[src/rtl/run_controller.sv]
// Sequences NUM_PROGS CPU programs per go request, timing each one in RUN cycles
// and reporting per-program cycle counts with a timeout guard.
module run_controller #(
  parameter int NUM_PROGS = 3,
  parameter int CNT_W     = 16,
  parameter int TIMEOUT   = 4000
) (
  input  logic             clk,
  input  logic             reset,
  input  logic             go,
  input  logic             cpu_done,
  output logic             cpu_start,
  output logic [1:0]       prog_sel,
  output logic             busy,
  output logic [CNT_W-1:0] cycle_count,
  output logic             result_valid,
  output logic             timed_out,
  output logic             all_done
);

  typedef enum logic [2:0] {
    IDLE     = 3'd0,
    START    = 3'd1,
    WAIT_CLR = 3'd2,
    RUN      = 3'd3,
    REPORT   = 3'd4,
    FINISH   = 3'd5
  } state_t;

  localparam logic [CNT_W-1:0] COUNT_LAST  = CNT_W'(TIMEOUT - 1);
  localparam logic [CNT_W-1:0] COUNT_LIMIT = CNT_W'(TIMEOUT);
  localparam logic [CNT_W-1:0] COUNT_ZERO  = {CNT_W{1'b0}};
  localparam logic [CNT_W-1:0] COUNT_ONE   = {{(CNT_W-1){1'b0}}, 1'b1};
  localparam logic [1:0]       PROG_LAST   = 2'(NUM_PROGS - 1);

  state_t           state;
  state_t           nextState;
  logic [1:0]       progNext;
  logic [CNT_W-1:0] countNext;
  logic             timedOutNext;

  // Next-state and next-datapath decode; done takes priority over timeout in RUN.
  always_comb begin
    nextState    = state;
    progNext     = prog_sel;
    countNext    = cycle_count;
    timedOutNext = timed_out;
    case (state)
      IDLE, FINISH: begin
        if (go) begin
          nextState    = START;
          progNext     = 2'd0;
          countNext    = COUNT_ZERO;
          timedOutNext = 1'b0;
        end else begin
          nextState = state;
        end
      end
      START: begin
        nextState = WAIT_CLR;
      end
      WAIT_CLR: begin
        if (!cpu_done) begin
          nextState = RUN;
        end else begin
          nextState = WAIT_CLR;
        end
      end
      RUN: begin
        if (cpu_done) begin
          nextState    = REPORT;
          timedOutNext = 1'b0;
        end else if (cycle_count >= COUNT_LAST) begin
          // saturate at the limit so the counter can never wrap
          nextState    = REPORT;
          countNext    = COUNT_LIMIT;
          timedOutNext = 1'b1;
        end else begin
          nextState = RUN;
          countNext = cycle_count + COUNT_ONE;
        end
      end
      REPORT: begin
        if (prog_sel == PROG_LAST) begin
          nextState = FINISH;
        end else begin
          nextState = START;
          progNext  = prog_sel + 2'd1;
          countNext = COUNT_ZERO;
        end
      end
      default: begin
        nextState = IDLE;
      end
    endcase
  end

  // State and output registers; status flags are registered from the next state.
  always_ff @(posedge clk or posedge reset) begin
    if (reset) begin
      state        <= IDLE;
      prog_sel     <= 2'd0;
      cycle_count  <= COUNT_ZERO;
      timed_out    <= 1'b0;
      cpu_start    <= 1'b0;
      busy         <= 1'b0;
      result_valid <= 1'b0;
      all_done     <= 1'b0;
    end else begin
      state        <= nextState;
      prog_sel     <= progNext;
      cycle_count  <= countNext;
      timed_out    <= timedOutNext;
      cpu_start    <= (nextState == START);
      busy         <= (nextState inside {START, WAIT_CLR, RUN, REPORT});
      result_valid <= (nextState == REPORT);
      all_done     <= (nextState == FINISH);
    end
  end

endmodule

[config.mk]
export PLATFORM = sky130hd
export DESIGN_NAME = run_controller
export DESIGN_NICKNAME = d
export VERILOG_FILES = /design/src/rtl/run_controller.sv
export SDC_FILE = /design/constraint.sdc
export NUM_CORES = 1
export LEC_CHECK = 0
export CAP_MARGIN = 10
export CORE_MARGIN = 2
export CORE_UTILIZATION = 55
export CTS_CLUSTER_DIAMETER = 80
export DETAILED_ROUTE_END_ITERATION = 16
export GPL_TIMING_DRIVEN = 0
export PLACE_DENSITY = 0.87
export SYNTH_ARGS = -nofsm -noshare
export SYNTH_HDL_FRONTEND = slang
export SYNTH_SLANG_ARGS = --single-unit
[constraint.sdc]
create_clock -name clk -period 2.8 [get_ports clk]
set_input_delay 0.42 -clock clk [delete_from_list [all_inputs] [get_ports clk]]
set_output_delay 0.42 -clock clk [all_outputs]
set_load 0.02 [all_outputs]
# Word level (Yosys, flattened, before mapping)
# Cells that the tools add are included.
# op_classes
n_addsub	2
magnitude_cmp	1
n_eq_ne	15
muxes	18
n_reduce_logical	9
# ops
operator	count
2-to-1 mux 16 bit	4
case mux 16 bit (3 select lines)	1
adder 16 x 1 -> 16 bit (second input constant)	1
greater-or-equal comparator 16 x 12 -> 1 bit (second input constant)	1
case mux 3 bit (5 select lines)	1
== test 3 x 2 -> 1 bit (second input constant)	4
== test 3 bit (second input constant)	4
2-to-1 mux 3 bit	4
== test 3 x 1 -> 1 bit (second input constant)	2
inequality test 2 bit (second input constant)	3
AND reduction 3 bit	2
2-to-1 mux 1 bit	4
2-to-1 mux 2 bit	2
case mux 2 bit (2 select lines)	1
AND reduction 4 bit	1
nonzero test 2 bit	2
nonzero test 4 bit	1
zero test 3 bit	1
inequality test 3 bit (second input constant)	1
nonzero test 3 bit	1
adder 2 x 1 -> 2 bit (second input constant)	1
== test 2 bit (second input constant)	1
case mux 1 bit (2 select lines)	1
OR reduction 2 bit	1
# totals
register_bits	26
out_inout_bits	23

# Logic depth before layout (Yosys ltp)
# Gate-level depths: netlist of run 1.
# depth
word_depth	6
depth_mapped	8
depth_no_buf	7

# Worst setup path before layout of run 1
# OpenSTA, ideal clock, no wires.
# synth_timing
kind	reg-to-reg
start	register cycle_count[0]
end	register cycle_count[10]
setup_time_ns	0.121
arrival_ns	1.640
slack_ns	1.039
path_stages_with_launch	6
path_buffers	0
synth_period_minus_slack_ns	1.761
path_cell_list	dfrtp_1 > ha_1 > a211oi_2 > o31a_2 > o21ai_0 > a22o_1
# synth_via
elab_chain_len	4
elab_cells_between_ends	5
classes_between	add/sub (1); order compare (1); mux (3)
# synth_rtl
item	line	rtl
from (decl)	15	output logic [CNT_W-1:0] cycle_count,
from (signal assigned)	112	cycle_count <= countNext;
adder 16 x 1 -> 16 bit / greater-or-equal comparator 16 x 12 -> 1 bit (equally long branches)	80, 73	
2-to-1 mux 16 bit *	73	end else if (cycle_count >= COUNT_LAST) begin
2-to-1 mux 16 bit *	70	if (cpu_done) begin
case mux 16 bit (3 select lines) *	48	case (state)
# Every way passes the cells marked *; elsewhere a longest branch is shown, timed or not. The select of a mux whose other input is x is not followed.
# A chain may end at the register's enable or synchronous reset.

# Worst setup path after layout of run 1
# layout_timing
start	register cycle_count[0]
end	register state[2]
# layout_via
elab_chain_len	4
# layout_rtl
item	line	rtl
greater-or-equal comparator 16 x 12 -> 1 bit	73	
2-to-1 mux 3 bit	73	
2-to-1 mux 3 bit	70	
case mux 3 bit (5 select lines)	48	
net nextState[2]	37	state_t nextState;
to (signal assigned)	110	state <= nextState;
to (decl)	36	state_t state;
# The timed path passes the listed nets, and every way through them passes these cells.

==> results of run 1 <==
[final cells by class]
| type | instances | area, µm² | area share (%) |
|---|---|---|---|
| Inverter | 9 | 33.8 | 1.90 |
| Buffer | 5 | 38.8 | 2.18 |
| Timing Repair Buffer | 26 | 260 | 14.6 |
| Sequential cell | 26 | 651 | 36.5 |
| Multi-Input combinational cell | 112 | 724 | 40.7 |
| Clock buffer | 4 | 36.3 | 2.04 |
| Tap cell | 30 | 37.5 | 2.11 |
[per-layer routing]
layer  global-route usage, %  routed length, µm
met3                    4.22                161
met1                    32.1               1370
met4                    5.92                 49
met2                    37.8               1720
met5                       0                  0
[stage by stage]
| step | utilization [%] | cells | hold WS, ps | total power, mW | setup WS, ps |
|---|---|---|---|---|---|
| 2_1_floorplan | - | 152 | 460 | 0.963 | 1040 |
| 3_3_place_gp | 70.5 | 208 | 489 | 1.14 | 600 |
| 3_5_place_dp | 70.5 | 208 | 511 | 1.17 | 544 |
| 4_1_cts | 71.9 | 212 | 543 | 1.37 | 885 |
| 5_1_grt | 71.9 | 212 | 585 | 1.46 | 691 |
| 6_report | 71.9 | 212 | 543 | 1.37 | 826 |
[worst max-delay path by stage]
stage,end
after floorplan,cycle_count[10]
after global placement,cycle_count[4]
after detailed placement,cycle_count[6]
after CTS,cycle_count[10]
after global routing,cycle_count[6]
final,state[2]
[sequential cells by signal (all words and copies together) (netlist names)]
name          cells
cycle_count      16
prog_sel          2
cpu_start         1
busy              1
all_done          1
timed_out         1
result_valid      1
state             3
[layout by cell type, fill, tap and decap left out, types with 2 or more instances in the layout]
master	instances
o21ai_0	12
nand4_1	3
clkdlybuf4s50_1	26
a22o_1	3
xnor2_1	4
nor3_1	7
a21o_1	2
a31oi_1	3
nor2_1	15
nor4_2	3
buf_6	2
dfrtp_1	26
nand2_1	14
inv_1	9
and3_1	2
a21oi_1	11
clkbuf_4	3
nand3_1	6
ha_1	2
[cell families (layout without fill, tap and decap cells)]
| logic type | Yosys count | after routing | synth area share, % |
|---|---|---|---|
| buffers and inverters | 14 | 44 | 5.01 |
| AOI/OAI and AO/OA | 46 | 46 | 23.2 |
| xor gates and xnor gates | 4 | 4 | 2.42 |
| DFF | 26 | 26 | 44.9 |
| adders and majority gates | 2 | 2 | 1.73 |
| and+or+nand+nor | 60 | 60 | 22.7 |
[report_power, final]
part           internal, mW  total [mW]  leakage (nW)  switching [mW]
combinational         0.288       0.661         0.371           0.373
sequential            0.443       0.511         0.351          0.0673
clock                0.0797       0.196        0.0210           0.116
[worst max-delay path, cell delays in order (launching register included)]
cell,delay [ps]
dfrtp_1,520
ha_1,310
a211oi_2,140
o31ai_4,450
nor2_1,120
o32ai_1,330
==> impl_metrics.env, run 1 <==
export IMPL_wirelength_um=3300
export IMPL_overflow=0
export IMPL_maxSlewViolCount=0
export IMPL_cts_root_buf="clkbuf_4"
export IMPL_stdcell_area_mm2=0.00178
export IMPL_synth_cell_types=45
export IMPL_syn_area_mm2=0.00145
export IMPL_hold_class="flip-flop to flip-flop"
export IMPL_routed_via_density=6.16
export IMPL_die_width_um=55.3
export IMPL_status="finished, final reports clean"
export IMPL_reg2reg_depth=5
export IMPL_synth_nets=158
export IMPL_clock_sinks=26
export IMPL_fin_crit_sh_pct=70.5
export IMPL_rsz0062_at_grt="false"
export IMPL_via_count=1306
export IMPL_path_max_fanout=7
export IMPL_cts_setup_buffers=0
export IMPL_finalCriticalPeriod_ps=1970
export IMPL_relSlewSlack_pct=34.9
export IMPL_worstMarginPinSlew_ps=975
export IMPL_initial_core_util_pct=58.4
export IMPL_cts_buffer_depth=2
export IMPL_maxCapViolCount=0
export IMPL_power_density_mw_per_mm2=768
export IMPL_synth_seq_cells=26
export IMPL_grt_pass1_wl_um=5720
export IMPL_syn2layout_area_growth_pct=23.1
export IMPL_yosysWarnings=0
export IMPL_path_class="flip-flop to flip-flop"
export IMPL_drc_errors=0
export IMPL_r2r_slack_ps=830
export IMPL_end_kind="flip-flop"
export IMPL_die_h_um=55.3
export IMPL_synth_area_per_cell_um2=9.52
export IMPL_htreeDepth=1
export IMPL_wl_per_cell_um=15.6
export IMPL_hpwl_um=2420
export IMPL_setup_viol=0
export IMPL_clk_pin_slew_ps=150
export IMPL_holdCritStartpoint="prog_sel[1]"
export IMPL_p_leak_nw=0.743
export IMPL_dr_first_iter_drc_count=51
export IMPL_grt_start_max_net_pins=27
export IMPL_worstHoldPathCells=2
export IMPL_die_area_mm2=0.00306
export IMPL_core_area_mm2=0.00248
export IMPL_nFillCells=174
export IMPL_gp_congestion=0.927
export IMPL_nNetsFinal=189
export IMPL_worstPathArrival_ps=2200
export IMPL_dr_pass1_iters=4
export IMPL_ys_flop_type="dfrtp_1"
export IMPL_insertedDiodeCount=0
export IMPL_fin_tns_setup_ps=0
export IMPL_grtUsageTotal_pct=23.2
export IMPL_async_reset_ff_share_pct=100
export IMPL_cp_required_ps=3020
export IMPL_min_to="prog_sel[1]"
export IMPL_hold_violations=0
export IMPL_yosysTopAreaCell="dfrtp_1"
export IMPL_synth_top_cells_by_count="dfrtp_1, nor2_1, nand2_1"
export IMPL_cp_startpoint="cycle_count[0]"
export IMPL_ys_seq_area_share_pct=44.9
export IMPL_synth_top_area_share_pct=44.9
export IMPL_crit_path_start_kind="flip-flop"
export IMPL_netlist_top_cells_area="dfrtp_1, o21ai_0, nor2_1, a21oi_1, nand2_1"
export IMPL_max_freq_mhz=507
export IMPL_synthCells=152
export IMPL_clk_latency_ps=330
export IMPL_antenna_found_initial=0
export IMPL_synth_edf_count=0
export IMPL_r2r_start="cycle_count[0]"
export IMPL_port_buffers=26
export IMPL_cts_buffers=3
export IMPL_rr_endpoint="state[2]"
export IMPL_cts_tree="yes"
export IMPL_fin_worst_skew_ps=11.6
export IMPL_ant_nets=0
export IMPL_cts_hold_fix_buffers=0
export IMPL_peakVddDrop_v=0.000531
export IMPL_io_pins=27
export IMPL_synth_most_common_cell="dfrtp_1"
export IMPL_cts_resized=0
export IMPL_num_rows=18
export IMPL_layout_drive_gt1_share_pct=11.5
export IMPL_dpl_cell_area_mm2=0.00175
export IMPL_first_global_vias=1205
Power figures use the tool's default switching activity.
==> run 2: changes to the inputs <==
--- a/config.mk
+++ b/config.mk
@@ -7,11 +7,11 @@
 export LEC_CHECK = 0
 export CAP_MARGIN = 10
 export CORE_MARGIN = 2
-export CORE_UTILIZATION = 55
+export CORE_UTILIZATION = 51
 export CTS_CLUSTER_DIAMETER = 80
 export DETAILED_ROUTE_END_ITERATION = 16
 export GPL_TIMING_DRIVEN = 0
-export PLACE_DENSITY = 0.87
+export PLACE_DENSITY = 0.81
 export SYNTH_ARGS = -nofsm -noshare
 export SYNTH_HDL_FRONTEND = slang
 export SYNTH_SLANG_ARGS = --single-unit
==> constraint.sdc (replaced) <==
create_clock -name clk -period 1.9 [get_ports clk]
set_input_delay 0.285 -clock clk [delete_from_list [all_inputs] [get_ports clk]]
set_output_delay 0.285 -clock clk [all_outputs]
set_load 0.02 [all_outputs]
==> run 2 against run 1 <==
Design area up 2.0%. Maximum frequency up 8.8%. Sequential power up 49%. Via count down 0.69%. Critical path depth up 3. Global-route usage down 0.67 points. Clock skew down 5.3 ps. Non-clock buffer count unchanged. Power up 48%. First-iteration DRC count down 20%. Largest cell class unchanged. Largest power group unchanged.
==> impl_metrics.env, run 2 (synthesized netlist as in run 1, its figures left out) <==
export IMPL_status="finished, final reports clean"
export IMPL_path_class="flip-flop to flip-flop"
export IMPL_via_count=1297
export IMPL_ant_nets=0
export IMPL_core_area_mm2=0.00273
export IMPL_crit_path_start_kind="flip-flop"
export IMPL_maxSlewViolCount=0
export IMPL_fin_worst_skew_ps=6.23
export IMPL_largest_reg_flops=16
export IMPL_top_register="cycle_count"
export IMPL_p_leak_nw=0.779
export IMPL_multi_input_area_um2=759
export IMPL_io_pins=27
export IMPL_wirelength_um=3350
export IMPL_clock_sinks=26
export IMPL_layout_drive_gt1_share_pct=13.2
export IMPL_antenna_found_initial=0
export IMPL_clk_pin_slew_ps=140
export IMPL_max_freq_mhz=551
export IMPL_cts_buffers=3
export IMPL_clk_latency_ps=320
export IMPL_nNetsFinal=189
export IMPL_worstMarginPinSlew_ps=985
export IMPL_cp_cell_sequence="inv_1, ha_1, nor2_2, o21ai_1, and2_4, buf_6, a21oi_4, nor2_1"
export IMPL_r2r_slack_ps=90
export IMPL_slowest_delay_ps=410
export IMPL_htreeDepth=1
export IMPL_syn2layout_area_growth_pct=25.6
export IMPL_maxCapViolCount=0
export IMPL_port_buffers=26
export IMPL_relSlewSlack_pct=34.3
export IMPL_cts_buffer_depth=2
export IMPL_cts_root_buf="clkbuf_4"
export IMPL_cp_slowest_cell="dfrtp_1"
export IMPL_cp_required_ps=2120
export IMPL_num_rows=19
export IMPL_worstPathArrival_ps=2030
export IMPL_routed_via_density=6.09
export IMPL_grt_pass1_wl_um=5770
export IMPL_reg_largest_list="cycle_count (16), state (3), prog_sel (2)"
export IMPL_path_max_fanout=8
export IMPL_drc_errors=0
export IMPL_hpwl_um=2510
export IMPL_wl_per_cell_um=15.7
export IMPL_grtUsageTotal_pct=22.5
export IMPL_dr_pass1_iters=4
export IMPL_gp_congestion=0.861
export IMPL_hold_class="input port to asynchronous set/reset pin"
export IMPL_final_cell_mix="dfrtp_1, clkdlybuf4s50_1, nand2_1, nor2_1, o21ai_0"
export IMPL_power_density_mw_per_mm2=1110
export IMPL_pre_cts_slack_ps=-190
export IMPL_overflow=0
export IMPL_worst_slack_ps=85.8
export IMPL_r2r_start="prog_sel[0]"
export IMPL_hold_violations=0
export IMPL_fin_tns_setup_ps=0
export IMPL_insertedDiodeCount=0
export IMPL_initial_core_util_pct=53.0
export IMPL_die_h_um=57.3
export IMPL_cp_startpoint="prog_sel[0]"
export IMPL_end_kind="flip-flop"
export IMPL_rsz0062_at_grt="false"
export IMPL_die_area_mm2=0.00328
export IMPL_first_global_vias=1295
export IMPL_peakVddDrop_v=0.000816
export IMPL_grt_start_max_net_pins=27
export IMPL_fin_crit_sh_pct=95.5
export IMPL_setup_viol=0
export IMPL_finalCriticalPeriod_ps=1810
export IMPL_die_width_um=57.3
export IMPL_nFillCells=232
export IMPL_regArea_um2=651
export IMPL_dr_first_iter_drc_count=41
export IMPL_utilization_pct=66.5
export IMPL_cts_tree="yes"
## run 2: where the power goes
group | leakage, nW | internal (mW) | switching, mW
sequential | 0.351 | 0.653 | 0.106
clock | 0.0210 | 0.117 | 0.166
combinational | 0.407 | 0.430 | 0.552
total | 0.779 | 1.20 | 0.824
## run 2: metrics by stage
step	hold WS (ps)	power (mW)	cell area [µm²]	instances
finish	468	2.02	1820	213
floorplan	325	1.42	1450	152
global placement	490	1.68	1750	209
CTS	501	2.01	1780	213
global route	564	2.15	1820	213
detailed placement	520	1.72	1750	209
## run 2: routing by layer
layer | up-vias | share of wire (%) | wire length, µm | track usage, %
met4 | 0 | 3.0 | 99 | 10.6
met5 | - | 0 | 0 | 0
li1 | 614 | - | - | -
met1 | 628 | 43 | 1440 | 29.6
met2 | 44 | 50 | 1670 | 36.6
met3 | 11 | 4.2 | 142 | 3.40
## run 2: worst paths after layout
path,end,depth (start not counted)
setup / recovery,cycle_count[2],8
hold / removal,cycle_count[11],2
setup reg to reg,cycle_count[2],8
hold reg to reg,prog_sel[0],1
max in group asynchronous,cycle_count[6],2
min in group clk,prog_sel[0],1
## run 2: critical path: cells and delay by family (launching register included)
family | cells | cell delay, ps
simple gates | 3 | 450
compound gates | 2 | 420
flops | 1 | 410
fa+ha+maj | 1 | 220
buf+inv | 2 | 190
## run 2: final cells by class
type	count	area share, %
plain buffers	5	2.13
clock buffers	4	2.00
well taps	31	2.13
flip-flops and latches	26	35.8
multi-input cells	112	41.8
inverters	9	1.86
repair buffers	26	14.3
## run 2: repair_timing
item,4_1_cts,5_1_grt
hold endpoints to repair,0,0
gates resized for setup,0,6
hold buffers,0,0
endpoints found under the setup margin,0,15
setup buffers,0,0
==> run 3: changes to the inputs <==
--- a/config.mk
+++ b/config.mk
@@ -11,7 +11,7 @@
 export CTS_CLUSTER_DIAMETER = 80
 export DETAILED_ROUTE_END_ITERATION = 16
 export GPL_TIMING_DRIVEN = 0
-export PLACE_DENSITY = 0.81
+export PLACE_DENSITY = 0.75
 export SYNTH_ARGS = -nofsm -noshare
 export SYNTH_HDL_FRONTEND = slang
 export SYNTH_SLANG_ARGS = --single-unit
==> run 3 against run 2 <==
Power about the same. Largest cell class unchanged. Hold slack worse by 23 ps. Sequential share of layout area grew 0.12 points. Utilization shrank 0.092 points. Clock skew is 3.2 ps higher. Worst setup slack improved by 4.0 ps. Register-to-register slack is essentially flat. Sequential power fell by 1%. Maximum frequency rose by 0.22%. Critical path depth shrank 3. Highest routed layer unchanged.
==> impl_metrics.env, run 3 (synthesized netlist as in run 1, its figures left out) <==
export IMPL_cts_root_buf="clkbuf_4"
export IMPL_cp_slowest_cell="dfrtp_1"
export IMPL_cts_tree="yes"
export IMPL_grt_start_max_net_pins=27
export IMPL_via_count=1289
export IMPL_cts_buffer_depth=2
export IMPL_ant_nets=0
export IMPL_relSlewSlack_pct=35.6
export IMPL_grt_pass1_wl_um=5660
export IMPL_grtUsageMet3_pct=4.08
export IMPL_slowest_delay_ps=480
export IMPL_hold_class="input port to asynchronous set/reset pin"
export IMPL_crit_buf_inv=0
export IMPL_status="finished, final reports clean"
export IMPL_final_common_cell="clkdlybuf4s50_1"
export IMPL_hpwl_um=2330
export IMPL_num_rows=19
export IMPL_insertedDiodeCount=0
export IMPL_wirelength_um=3220
export IMPL_grt_busiest_layer="met2"
export IMPL_cp_cell_sequence="and3_4, a211oi_2, o31a_2, o21ai_0, a22o_1"
export IMPL_routed_via_density=6.05
export IMPL_end_kind="flip-flop"
export IMPL_p_comb_share_pct=48.4
export IMPL_first_global_vias=1218
export IMPL_fin_tns_setup_ps=0
export IMPL_largest_reg_flops=16
export IMPL_cp_top_family="compound AO/OA/AOI/OAI gates"
export IMPL_p_seq_share_pct=37.0
export IMPL_cts_buffers=3
export IMPL_syn2layout_area_growth_pct=25.4
export IMPL_p_sw_share_pct=40.7
export IMPL_drc_errors=0
export IMPL_p_int_mw=1.20
export IMPL_hold_violations=0
export IMPL_reg2reg_depth=5
export IMPL_clk_pin_slew_ps=150
export IMPL_final_cell_mix="clkdlybuf4s50_1, dfrtp_1, nand2_1, nor2_1, o21ai_0"
export IMPL_dpl_cell_area_mm2=0.00175
export IMPL_core_area_mm2=0.00273
export IMPL_worstPathArrival_ps=2050
export IMPL_reg_largest_list="cycle_count (16), state (3), prog_sel (2)"
export IMPL_met2_usage_pct=34.8
export IMPL_p_leak_nw=0.775
export IMPL_port_buffers=26
export IMPL_met1_usage_pct=30.7
export IMPL_worstMarginPinSlew_ps=965
export IMPL_nNetsFinal=189
export IMPL_multi_input_area_um2=756
export IMPL_finalCriticalPeriod_ps=1810
export IMPL_dr_pass1_iters=4
export IMPL_holdWs_ps=445
export IMPL_nFillCells=243
export IMPL_peakVddDrop_v=0.000754
export IMPL_layout_drive_gt1_share_pct=14.3
export IMPL_fin_crit_sh_pct=95.3
export IMPL_cts_hold_fix_buffers=0
export IMPL_gp_congestion=0.866
export IMPL_p_clk_share_pct=14.6
export IMPL_cp_required_ps=2140
export IMPL_grtUsageTotal_pct=22.1
export IMPL_max_freq_mhz=552
export IMPL_htreeDepth=1
export IMPL_clock_sinks=26
export IMPL_fin_worst_skew_ps=9.45
export IMPL_regArea_um2=652
export IMPL_initial_core_util_pct=53.0
export IMPL_r2r_start="cycle_count[3]"
export IMPL_maxSlewViolCount=0
export IMPL_setup_viol=0
export IMPL_die_width_um=57.3
export IMPL_dr_first_iter_drc_count=61
export IMPL_io_pins=27
export IMPL_path_class="flip-flop to flip-flop"
export IMPL_overflow=0
export IMPL_r2r_slack_ps=90
export IMPL_top_register="cycle_count"
export IMPL_maxCapViolCount=0
export IMPL_clk_latency_ps=340
export IMPL_antenna_found_initial=0
export IMPL_power_switching_uw=823
export IMPL_path_max_fanout=6
export IMPL_die_area_mm2=0.00328
export IMPL_rsz0062_at_grt="false"
export IMPL_wl_per_cell_um=15.1
export IMPL_stdcell_area_mm2=0.00182
export IMPL_rr_endpoint="cycle_count[10]"
export IMPL_power_density_mw_per_mm2=1120
export IMPL_utilization_pct=66.4
export IMPL_die_h_um=57.3
export IMPL_crit_path_start_kind="flip-flop"
==> run 3: cell type report <==
cell class	count	share of cell area, %
buffer	5	2.14
clock buffer	4	2.00
inverter	9	1.86
multi-input combinational	112	41.6
sequential	26	35.9
tap	31	2.14
timing repair buffer	26	14.3
==> run 3: timing repair <==
item,4_1_cts,5_1_grt
resized for setup,1,6
setup buffers,0,0
setup endpoints to repair,1,15
gates cloned,0,0
==> run 3: how the worst max path moves through the flow <==
stage / slack, ps / cells after the start / to / from
floorplan: 140 / 5 / cycle_count[10] / cycle_count[0]
global placement: -170 / 8 / cycle_count[3] / cpu_done
detailed placement: -190 / 8 / cycle_count[4] / cpu_done
CTS: 30 / 5 / cycle_count[10] / cycle_count[0]
global route: 30 / 6 / cycle_count[10] / cycle_count[1]
finish: 90 / 5 / cycle_count[10] / cycle_count[3]
==> run 3: through the flow <==
step                std cells  power (mW)  setup slack (ps)
finish                    213        2.02              89.8
global route              213        2.16              34.1
CTS                       213        2.01              32.3
detailed placement        209        1.71              -186
global placement          209        1.68              -170
floorplan                 152        1.42               139
==> run 3: worst reg2reg max path, stage by stage, from the launching register on <==
cell	delay (ps)
dfrtp_1	480
and3_4	210
a211oi_2	350
o31a_2	310
o21ai_0	120
a22o_1	240
==> run 3: power groups by stage <==
stage / logic, mW / registers, mW / clock network [mW]
CTS: 0.959 / 0.746 / 0.302
finish: 0.980 / 0.749 / 0.296
global placement: 0.934 / 0.751 / 0
floorplan: 0.587 / 0.832 / 0
global route: 1.07 / 0.766 / 0.315
detailed placement: 0.954 / 0.757 / 0
==> run 3: per-layer routing <==
layer  up-vias  wire (µm)
met4         0         40
met3         4        108
met1       646       1530
met5         -          0
met2        25       1550
li1        614          -
